<file path="src/rtl/genie_merge_arb_pkg.sv">
// Shared types and helpers for the packet-aware round-robin merge node.
package genie_merge_pkg;

    typedef enum logic {
        ARB_IDLE   = 1'b0,
        ARB_LOCKED = 1'b1
    } arb_state_t;

    function automatic int sel_width(input int n);
        return (n > 1) ? $clog2(n) : 1;
    endfunction

endpackage

</file>
<file path="src/rtl/genie_merge_arb_rr_pick.sv">
// Rotating-priority picker: first set request at or after i_ptr, circularly.
module genie_rr_pick
    import genie_merge_pkg::*;
#(
    parameter int NI   = 2,
    parameter int SELW = sel_width(NI)
) (
    input  logic [NI-1:0]   i_req,
    input  logic [SELW-1:0] i_ptr,
    output logic            o_any,
    output logic [SELW-1:0] o_idx
);

    logic [NI-1:0] w_rot;

    // Doubling the vector lets a plain shift rotate priority to start at i_ptr
    assign w_rot = NI'({i_req, i_req} >> i_ptr);
    assign o_any = |i_req;

    always_comb begin
        o_idx = '0;
        for (int j = NI - 1; j >= 0; j--) begin
            if (w_rot[j]) begin
                o_idx = SELW'((int'(i_ptr) + j) % NI);
            end
        end
    end

endmodule

</file>
<file path="src/rtl/genie_merge_arb.sv">
// Round-robin merge of NI packet streams; grant is held from first beat to eop.
module genie_merge_arb
    import genie_merge_pkg::*;
#(
    parameter int NI      = 2,
    parameter int WIDTH   = 8,
    parameter int REG_OUT = 0
) (
    input  logic                clk,
    input  logic                reset,
    input  logic [NI*WIDTH-1:0] i_data,
    input  logic [NI-1:0]       i_valid,
    output logic [NI-1:0]       o_ready,
    input  logic [NI-1:0]       i_eop,
    output logic                o_valid,
    output logic [WIDTH-1:0]    o_data,
    input  logic                i_ready,
    output logic                o_eop
);

    localparam int SELW = sel_width(NI);

    if (NI < 2) begin : g_bad_ni
        $error("genie_merge_arb: NI must be >= 2");
    end
    if (WIDTH < 1) begin : g_bad_width
        $error("genie_merge_arb: WIDTH must be >= 1");
    end

    arb_state_t      r_state;
    logic [SELW-1:0] r_rr_ptr;
    logic [SELW-1:0] r_lock_idx;

    logic             w_pick_any;
    logic [SELW-1:0]  w_pick_idx;
    logic [SELW-1:0]  w_sel;
    logic             w_sel_valid;
    logic             w_sel_eop;
    logic [WIDTH-1:0] w_sel_data;
    logic             w_acc;
    logic             w_rdy_gate;
    logic             w_up_xfer;
    logic [NI-1:0]    w_lock_oh;

    genie_rr_pick #(
        .NI   (NI),
        .SELW (SELW)
    ) u_pick (
        .i_req (i_valid),
        .i_ptr (r_rr_ptr),
        .o_any (w_pick_any),
        .o_idx (w_pick_idx)
    );

    assign w_sel       = (r_state == ARB_LOCKED) ? r_lock_idx : w_pick_idx;
    assign w_sel_valid = (r_state == ARB_LOCKED) ? i_valid[r_lock_idx]
                                                 : w_pick_any;
    assign w_sel_eop   = i_eop[w_sel];
    assign w_sel_data  = i_data[int'(w_sel)*WIDTH +: WIDTH];
    assign w_up_xfer   = w_sel_valid & w_acc;
    assign w_lock_oh   = NI'(1) << r_lock_idx;

    for (genvar k = 0; k < NI; k++) begin : g_rdy
        assign o_ready[k] = w_acc & w_rdy_gate & (w_sel == SELW'(k));
    end

    always_ff @(posedge clk or posedge reset) begin
        if (reset) begin
            r_state    <= ARB_IDLE;
            r_rr_ptr   <= '0;
            r_lock_idx <= '0;
        end else if (w_up_xfer) begin
            if (w_sel_eop) begin
                r_state  <= ARB_IDLE;
                r_rr_ptr <= (w_sel == SELW'(NI - 1)) ? '0
                                                     : w_sel + SELW'(1);
            end else begin
                r_state    <= ARB_LOCKED;
                r_lock_idx <= w_sel;
            end
        end
    end

    if (REG_OUT != 0) begin : g_reg
        logic             r_full;
        logic [WIDTH-1:0] r_data;
        logic             r_eop;

        // A draining buffer can take a new beat in the same cycle
        assign w_acc      = ~r_full | i_ready;
        assign w_rdy_gate = 1'b1;

        always_ff @(posedge clk or posedge reset) begin
            if (reset) begin
                r_full <= 1'b0;
                r_data <= '0;
                r_eop  <= 1'b0;
            end else if (w_up_xfer) begin
                r_full <= 1'b1;
                r_data <= w_sel_data;
                r_eop  <= w_sel_eop;
            end else if (r_full & i_ready) begin
                r_full <= 1'b0;
            end
        end

        assign o_valid = r_full;
        assign o_data  = r_data;
        assign o_eop   = r_eop;
    end else begin : g_comb
        assign w_acc      = i_ready;
        assign w_rdy_gate = w_sel_valid;
        assign o_valid    = w_sel_valid;
        assign o_data     = w_sel_data;
        assign o_eop      = w_sel_eop;
    end

    always @(posedge clk) begin
        if (!reset && r_state == ARB_LOCKED) begin
            assert ((i_valid & o_ready & ~w_lock_oh) == '0);
        end
    end

endmodule
</file>
<file path="config.mk">
export PLATFORM = sky130hd
export DESIGN_NAME = genie_merge_arb
export DESIGN_NICKNAME = d
export VERILOG_FILES = /design/src/rtl/genie_merge_arb_pkg.sv /design/src/rtl/genie_merge_arb_rr_pick.sv /design/src/rtl/genie_merge_arb.sv
export SDC_FILE = /design/constraint.sdc
export NUM_CORES = 1
export LEC_CHECK = 0
export ABC_AREA = 1
export CAP_MARGIN = 0
export CORE_AREA = 2 2 39 41
export DETAILED_ROUTE_END_ITERATION = 16
export DIE_AREA = 0 0 41 43
export PLACE_DENSITY = 0.75
export SLEW_MARGIN = 25
export SYNTH_ARGS = -nofsm -noshare
export SYNTH_HDL_FRONTEND = slang
export SYNTH_HIERARCHICAL = 1
export SYNTH_SLANG_ARGS = --single-unit
</file>
<file path="constraint.sdc">
create_clock -name clk -period 1.24 [get_ports clk]
set_input_delay 0.186 -clock clk [delete_from_list [all_inputs] [get_ports clk]]
set_output_delay 0.186 -clock clk [all_outputs]
set_load 0.01 [all_outputs]
</file>
Yosys cells after proc, flatten, opt, wreduce, memory -nomap -nowiden
Cells that the tools add are included.
{"block": "totals", "input_bits": 23, "word_cells": 27, "output_inout_bits": 12, "register_bits": 3}
{"block": "classes", "n_lt_le_gt_ge": 2, "muxes": 10, "bitwise_logic": 5, "n_addsub": 2, "n_shift": 2, "reduce_logical": 3}
{"operator": "$shiftx 16x5->8", "count": 1}
{"operator": "$mux 1", "count": 10}
{"operator": "$lt 1x2->1 const B", "count": 2}
{"operator": "$reduce_and 2->1", "count": 2}
{"operator": "$shr 4x1->2", "count": 1}
{"operator": "$and 1x1->1", "count": 3}
{"operator": "$add 1x1->1 const B", "count": 2}
{"operator": "$not 1->1", "count": 2}
{"operator": "$reduce_or 2->1", "count": 1}

Logic depth before layout (Yosys ltp)
Gate-level depths: netlist of the first run.
{"block": "logic_depth", "word_depth": 8, "depth_mapped": 8, "ltp_nobuf": 8}

Hierarchy
The synthesis of the first run kept the hierarchy.
{"module": "genie_merge_arb", "instances": 1, "cells_per_inst": 66, "seq_area_each_um2": 75.1, "area_each_um2": 356.6}
{"module": "genie_rr_pick", "instances": 1, "cells_per_inst": 4, "seq_area_each_um2": 0.0, "area_each_um2": 18.8}

Worst setup path before layout of the first run
No wires, ideal clock.
{"block": "synth_path", "path_kind": "flip-flop to output port", "from": "register r_rr_ptr", "to": "output port o_ready[1]", "t_arrival_ps": 997, "n_path_buf": 1, "path_stages_with_launch": 8, "path_slack_ps": 57, "required_time_ps": 1054, "path_cell_list": "dfrtp_1 -> inv_1 -> a21oi_1 -> inv_1 -> nand2_2 -> nand2_2 -> buf_6 -> nor2_1"}
{"block": "synth_between", "elab_chain_len": 5, "elab_cells_between_ends": 6, "cone_classes": "1 x add/sub; 1 x shift; 3 x mux; 1 x bitwise"}
{"item": "from (decl)", "line": "genie_merge_arb.sv:31", "text": "logic [SELW-1:0] r_rr_ptr;"}
{"item": "from (signal assigned)", "line": "genie_merge_arb.sv:75", "text": "r_rr_ptr <= (w_sel == SELW'(NI - 1)) ? '0"}
{"item": "$add 1x1->1 / $shr 4x1->2 (equally long branches)", "line": "genie_merge_arb_rr_pick.sv:24, genie_merge_arb_rr_pick.sv:17"}
{"item": "$mux 1", "line": "genie_merge_arb_rr_pick.sv:23", "text": "if (w_rot[j]) begin"}
{"item": "$mux 1 *", "line": "genie_merge_arb_rr_pick.sv:23"}
{"item": "via w_pick_idx", "line": "genie_merge_arb.sv:35", "text": "logic [SELW-1:0] w_pick_idx;"}
{"item": "$mux 1 *", "line": "genie_merge_arb.sv:55", "text": "assign w_sel = (r_state == ARB_LOCKED) ? r_lock_idx : w_pick_idx;"}
{"item": "$and 1x1->1 *", "line": "genie_merge_arb.sv:64", "text": "assign o_ready[k] = w_acc & w_rdy_gate & (w_sel == SELW'(k));"}
{"item": "to (decl)", "line": "genie_merge_arb.sv:13", "text": "output logic [NI-1:0] o_ready,"}
The timed path passes the listed nets; every way through them passes the cells marked *.

Worst setup path in the final report of the first run
{"block": "layout_path", "from": "register r_rr_ptr", "to": "output port o_data[7]"}
{"block": "layout_between", "elab_chain_len": 5, "elab_cells_between_ends": 6, "cone_classes": "1 x add/sub; 2 x shift; 3 x mux"}
{"item": "$add 1x1->1 / $shr 4x1->2 (equally long branches)", "line": "genie_merge_arb_rr_pick.sv:24, genie_merge_arb_rr_pick.sv:17"}
{"item": "$mux 1", "line": "genie_merge_arb_rr_pick.sv:23"}
{"item": "$mux 1 *", "line": "genie_merge_arb_rr_pick.sv:23"}
{"item": "via w_pick_idx", "line": "genie_merge_arb.sv:35"}
{"item": "$mux 1 *", "line": "genie_merge_arb.sv:55"}
{"item": "$shiftx 16x5->8 *", "line": "genie_merge_arb.sv:59", "text": "assign w_sel_data = i_data[int'(w_sel)*WIDTH +: WIDTH];"}
{"item": "to (decl)", "line": "genie_merge_arb.sv:16", "text": "output logic [WIDTH-1:0] o_data,"}
Marks and branches as above.

==> metrics.cfg, run 1 <==
[status]
status = finished, violations left
violations = setup timing

[pwr]
ir_drop_uv = 993
p_sw_w = 0.000880
p_comb_share_pct = 81.4
p_total_w = 0.00200
pwr-share-seq_pct = 9.5
swShare_pct = 43.9
clkPwrFrac_pct = 9.1
p_int_w = 0.00112
p_leak_nw = 0.528
power_density_nw_per_um2 = 2070

[synthesis]
ys_types = 15
yosysTopAreaCellShare_pct = 37.0
ys_ff_latch = 3
syn_inst = 70
synth_most_common_cell = nand2_1
synth_top_area_cell = nand2_1
yosys-top-cells-area = nand2_1, dfrtp_1, inv_1, nand3_1, nand2_2
synth_fp_nets = 93
syn_area_um2 = 375
synth_edf_count = 0
ys_top_cells_by_count = nand2_1, inv_1, nand3_1
ys.flop_type = dfrtp_1
yosysWarnings = 6
synth.yosys.seq_area_share_pct = 20.0
async_flop_share_pct = 100
avgSynthCellArea_um2 = 5.36

[clocking]
htreeDepth = 1
path_clk_slew_ns = 0.04
cts_inserted_buffers = 3
cts_tree = done
cts_buffer_depth = 2
clk_latency_ns = 0.25
cts.sinks = 3
cts_root_buffer = clkbuf_4

[sta]
setup_tns_ns = -4.01
period_share_pct = 127
setup_slack_ns = -0.333
hold_viol = 0
slew_headroom_pct = 88.5
drv_slew = 0
finClkSkew_ns = 0.00452
setup_viol = 15
rsz0062_at_grt = yes
tightest_slew_ns = 0.173
min_period_ns = 1.57
max_freq_mhz = 636

[die]
core_um2 = 1380
rows = 14
dieArea_um2 = 1760
initial_utilization_pct = 27.1
die_y_um = 43
io_pins = 35
die_w_um = 41

[detailed_routing]
totalWireLength_um = 1490
drt-vias-per-instance = 4.57
drc = 0
wl_per_cell_um = 10.3
dr_total_vias = 658
dr.pass1.iters = 3
ant_nets = 0
drt_iter0_markers = 3

[worst_setup_path]
critPathTopFamily = buffers and inverters
start_kind = flip-flop
arrival_ns = 1.39
critical_path.max_fanout = 5
crit_chain = inv_2 > a21oi_2 > inv_1 > nand2_2 > nand2_4 > buf_6 > nand2_1 > nand2_1 > buf_2
crit_type = reg -> out
end_kind = output port
cp_slowest_cell = dfrtp_1
critical_path_buf_inv_count = 4
path_common_cell = nand2_1
crit_required_ns = 1.05
max_stage_delay_ns = 0.36

[worst_hold_path]
min_path_type = in -> async

[placed_design]
hpwl_um = 1150
portBuffers = 34
dp.cells = 133
placed_cell_area_um2 = 830
gp_congestion = 0.751

[flow_run]
drv_cap = 0

[cells_and_area]
area_growth_pct = 158
fillers = 132
diodes = 0
seq_area_um2 = 75.1
final_area_um2 = 968
multi_input_area_um2 = 318
drive_gt1_share_pct = 49.2
nets = 152
final_cells = 144

[grt]
grt_pass1_vias = 670
antenna_found_initial = 0
grt_use_total_pct = 21.3
grt_pass1_wl_um = 2460
grt_max_degree = 11
overflow = 0

==> power by group through the flow <==
| stage | clock network [W] | logic (W) | registers (W) |
|---|---|---|---|
| after CTS | 0.000182 | 0.00142 | 0.000183 |
| after floorplan | 0 | 0.000616 | 0.000185 |
| after detailed placement | 0 | 0.00136 | 0.000181 |
| after global placement | 0 | 0.00134 | 0.000182 |
| after global routing | 0.000191 | 0.00178 | 0.000199 |
| final | 0.000182 | 0.00163 | 0.000191 |
==> sequential cells by signal (all words and copies together) (netlist names) <==
name and count:
r_state 1, r_rr_ptr 1, r_lock_idx 1
==> cell usage in the layout, fill, tap and decap left out <==
cell / count
clkinv_4: 1
nand3_2: 3
nand2_1: 23
nand2_4: 3
nand2_2: 14
nor2_1: 2
buf_4: 13
o21bai_1: 2
nand4_1: 2
clkdlybuf4s50_1: 20
o21ai_2: 1
buf_2: 9
clkbuf_4: 3
clkbuf_1: 1
dlygate4sd2_1: 1
dfrtp_1: 3
a21oi_2: 1
nand3_1: 3
inv_1: 6
or2_1: 2
inv_2: 3
buf_6: 12
==> cell type report <==
type | instances | area share (%)
Tap cell | 16 | 2.07
Inverter | 10 | 4.39
Timing Repair Buffer | 55 | 50.3
Sequential cell | 3 | 7.75
Clock buffer | 4 | 2.71
Multi-Input combinational cell | 56 | 32.8
==> per-stage QoR <==
stage / hold slack, ns / setup WS [ns] / util (%)
final: 0.106 / -0.333 / 70.0
after global routing: 0.131 / -0.422 / 70.0
after CTS: 0.114 / -0.329 / 64.7
after detailed placement: 0.370 / -0.819 / 59.9
after global placement: 0.352 / -0.796 / 59.9
after floorplan: -0.0604 / 0.0568 / -
==> path summary, 6_finish.rpt <==
kind,start,to,slack (ns),cells past startpoint
max,r_rr_ptr,o_data[7],-0.33,9
min,reset,r_rr_ptr,0.11,2
max reg2reg,r_rr_ptr,r_lock_idx,-0.30,12
min reg2reg,r_lock_idx,r_lock_idx,0.66,3
max in group asynchronous,reset,r_lock_idx,1.00,2
min in group clk,i_valid[1],r_rr_ptr,0.61,8
==> kinds of logic (layout without fill, tap and decap cells) <==
logic type | count (synthesis) | in the layout | synth area share (%)
buf+inv | 11 | 69 | 13.3
compound gates | 4 | 4 | 6.66
flops | 3 | 3 | 20.0
simple gates | 52 | 52 | 60.0
==> metal layers <==
layer / global-route usage [%] / vias to the layer above / routed length, µm
li1: - / 335 / -
met4: 12.0 / 0 / 42
met5: 0 / - / 0
met2: 36.3 / 36 / 790
met1: 20.6 / 282 / 534
met3: 7.33 / 5 / 123
==> timing repair <==
action	CTS	global route
endpoints found under the setup margin	15	15
hold buffers	0	0
buffers inserted	5	4
pin swaps	16	11
gates resized for setup	75	14
Power figures use the tool's default switching activity.
==> run 2, diff against run 1 <==
- CTS_BUF_LIST: unset -> sky130_fd_sc_hd__clkbuf_16
==> metrics.cfg, run 2 (synthesis gave the netlist of run 1 again) <==
[status]
status = finished, violations left
violations = setup timing

[cells_and_area]
post-route-util_pct = 73.2  ; +3.3 points
nets = 150  ; -1.3%
reg.largest.list = r_lock_idx: 1 flops, r_rr_ptr: 1 flops, r_state: 1 flops
diodes = 0  ; unchanged
area_growth_pct = 170
final_area_um2 = 1010  ; +4.7%
final_cell_mix = nand2_1, clkdlybuf4s50_1, nand2_2
layout_commonest_cell = nand2_1
drive_gt1_share_pct = 52.4  ; +3.2 points

[die]
dieArea_um2 = 1760  ; unchanged
core_um2 = 1380  ; unchanged
die_y_um = 43  ; unchanged
io_pins = 35  ; unchanged
die_w_um = 41  ; unchanged
rows = 14  ; unchanged
initial_utilization_pct = 27.1  ; unchanged

[worst_setup_path]
max_stage_delay_ns = 0.36  ; about the same
crit_required_ns = 1.05  ; about the same
end_kind = output port
crit_chain = inv_2 > a21oi_2 > inv_1 > nand2_2 > nand2_4 > buf_6 > nand2_1 > nand2_1 > buf_2
path_common_cell = nand2_1
critical_path.max_fanout = 5  ; unchanged
cp_slowest_cell = dfrtp_1
arrival_ns = 1.36  ; -0.03 ns
start_kind = flip-flop
crit_type = reg -> out

[clocking]
cts_buffer_depth = 2  ; unchanged
cts_inserted_buffers = 3  ; unchanged
clk_latency_ns = 0.23  ; -0.02 ns
htreeDepth = 1  ; unchanged
cts_root_buffer = clkbuf_16
cts.sinks = 3  ; unchanged
path_clk_slew_ns = 0.03  ; about the same
cts_tree = done

[detailed_routing]
dr_wl_met3_um = 145  ; +18%
totalWireLength_um = 1670  ; +12%
dr.pass1.iters = 4  ; +1
drt-vias-per-instance = 4.69  ; +2.6%
dr_total_vias = 666  ; +1.2%
drt_iter0_markers = 10  ; +7
drt-met1-wl_um = 614  ; +15%
met2_length_um = 863  ; +9.2%
top_layer = met4
drc = 0  ; unchanged
wl_per_cell_um = 11.7  ; +13%
ant_nets = 0  ; unchanged

[sta]
hold_viol = 0  ; unchanged
period_share_pct = 125  ; -2.3 points
setup_slack_ns = -0.304  ; +0.0285 ns
setup_viol = 14  ; -1
finClkSkew_ns = 0.00263  ; -0.00190 ns
slew_headroom_pct = 91.2  ; +2.8 points
max_freq_mhz = 648  ; +1.8%
rsz0062_at_grt = yes
min_period_ns = 1.54  ; -0.0285 ns
tightest_slew_ns = 0.131  ; -0.0417 ns
setup_tns_ns = -3.36  ; +0.648 ns
drv_slew = 0  ; unchanged

[placed_design]
portBuffers = 34  ; unchanged
placed_cell_area_um2 = 830  ; unchanged
gp_congestion = 0.751  ; unchanged
hpwl_um = 1150  ; unchanged

[grt]
overflow = 0  ; unchanged
grt_max_degree = 11  ; unchanged
grt_pass1_vias = 718  ; +7.2%
grt_use_total_pct = 24.0  ; +2.7 points
grt_pass1_wl_um = 2820  ; +15%
antenna_found_initial = 0  ; unchanged

[flow_run]
drv_cap = 0  ; unchanged

[pwr]
p_leak_nw = 0.546  ; +3.4%
ir_drop_uv = 1280  ; +28%
power_density_nw_per_um2 = 2320  ; +12%

[worst_hold_path]
min_path_type = in -> async

==> run 2: cell count changes in the layout (fill, tap and decap cells not counted), sizes merged <==
cell | before | now
dlygate4sd2 | 1 | 0
inv | 9 | 10
buf | 34 | 33
clkbuf | 4 | 3
==> run 2: layer usage <==
layer	global-route usage [%]	vias up
met3	4.19	5
met2	41.3	38
li1	-	329
met1	25.2	294
met4	14.0	0
met5	0	-
==> run 2: worst paths after layout <==
path | start | endpoint | slack, ns | cells after the start
min in group clk | i_valid[0] | r_state | 0.59 | 6
setup reg to reg | r_rr_ptr | r_lock_idx | -0.20 | 11
setup / recovery | r_rr_ptr | o_data[7] | -0.30 | 9
max in group asynchronous | reset | r_state | 0.96 | 2
hold reg to reg | r_lock_idx | r_lock_idx | 0.66 | 3
hold / removal | reset | r_rr_ptr | 0.13 | 2
==> run 2: report_power, final <==
group | leakage (nW) | total [W] | internal, W | switching (W)
logic | 0.467 | 0.00163 | 0.000841 | 0.000793
clock network | 0.0423 | 0.000516 | 0.000417 | 0.0000997
registers | 0.0362 | 0.000197 | 0.000148 | 0.0000487
==> run 2: area by class of cell <==
class	instances	area [µm²]
fillers	113	370
inverters	10	42.5
flip-flops and latches	3	76.3
well taps	16	20.0
clock buffers	3	75.1
clock inverters	1	3.75
multi-input cells	56	325
repair buffers	53	470
==> run 2: what timing repair did <==
item	4_1_cts	5_1_grt
pin swaps	16	12
hold buffers	0	0
setup buffers	5	3
gates cloned	0	0
setup endpoints to repair	15	15
hold endpoints to repair	0	0
gates resized for setup	78	19
==> run 2: through the flow <==
step	cells	total power, W	hold WS [ns]	setup WS, ns
2_1_floorplan	70	0.000800	-0.0604	0.0568
3_3_place_gp	133	0.00152	0.352	-0.796
3_5_place_dp	133	0.00154	0.370	-0.819
4_1_cts	141	0.00211	0.141	-0.311
5_1_grt	142	0.00252	0.171	-0.390
6_report	142	0.00235	0.134	-0.304
==> run 2: worst max-delay path: cells and delay by family, from the launching register on <==
family / cells / cell delay, ns
compound gates: 1 / 0.13
simple gates: 4 / 0.25
flops: 1 / 0.36
buf+inv: 4 / 0.38
==> run 3, diff against run 2 <==
- CTS_BUF_LIST: sky130_fd_sc_hd__clkbuf_16 -> unset
==> results of run 3 <==
Final layout, timing and power as in run 1 (identical DEF).
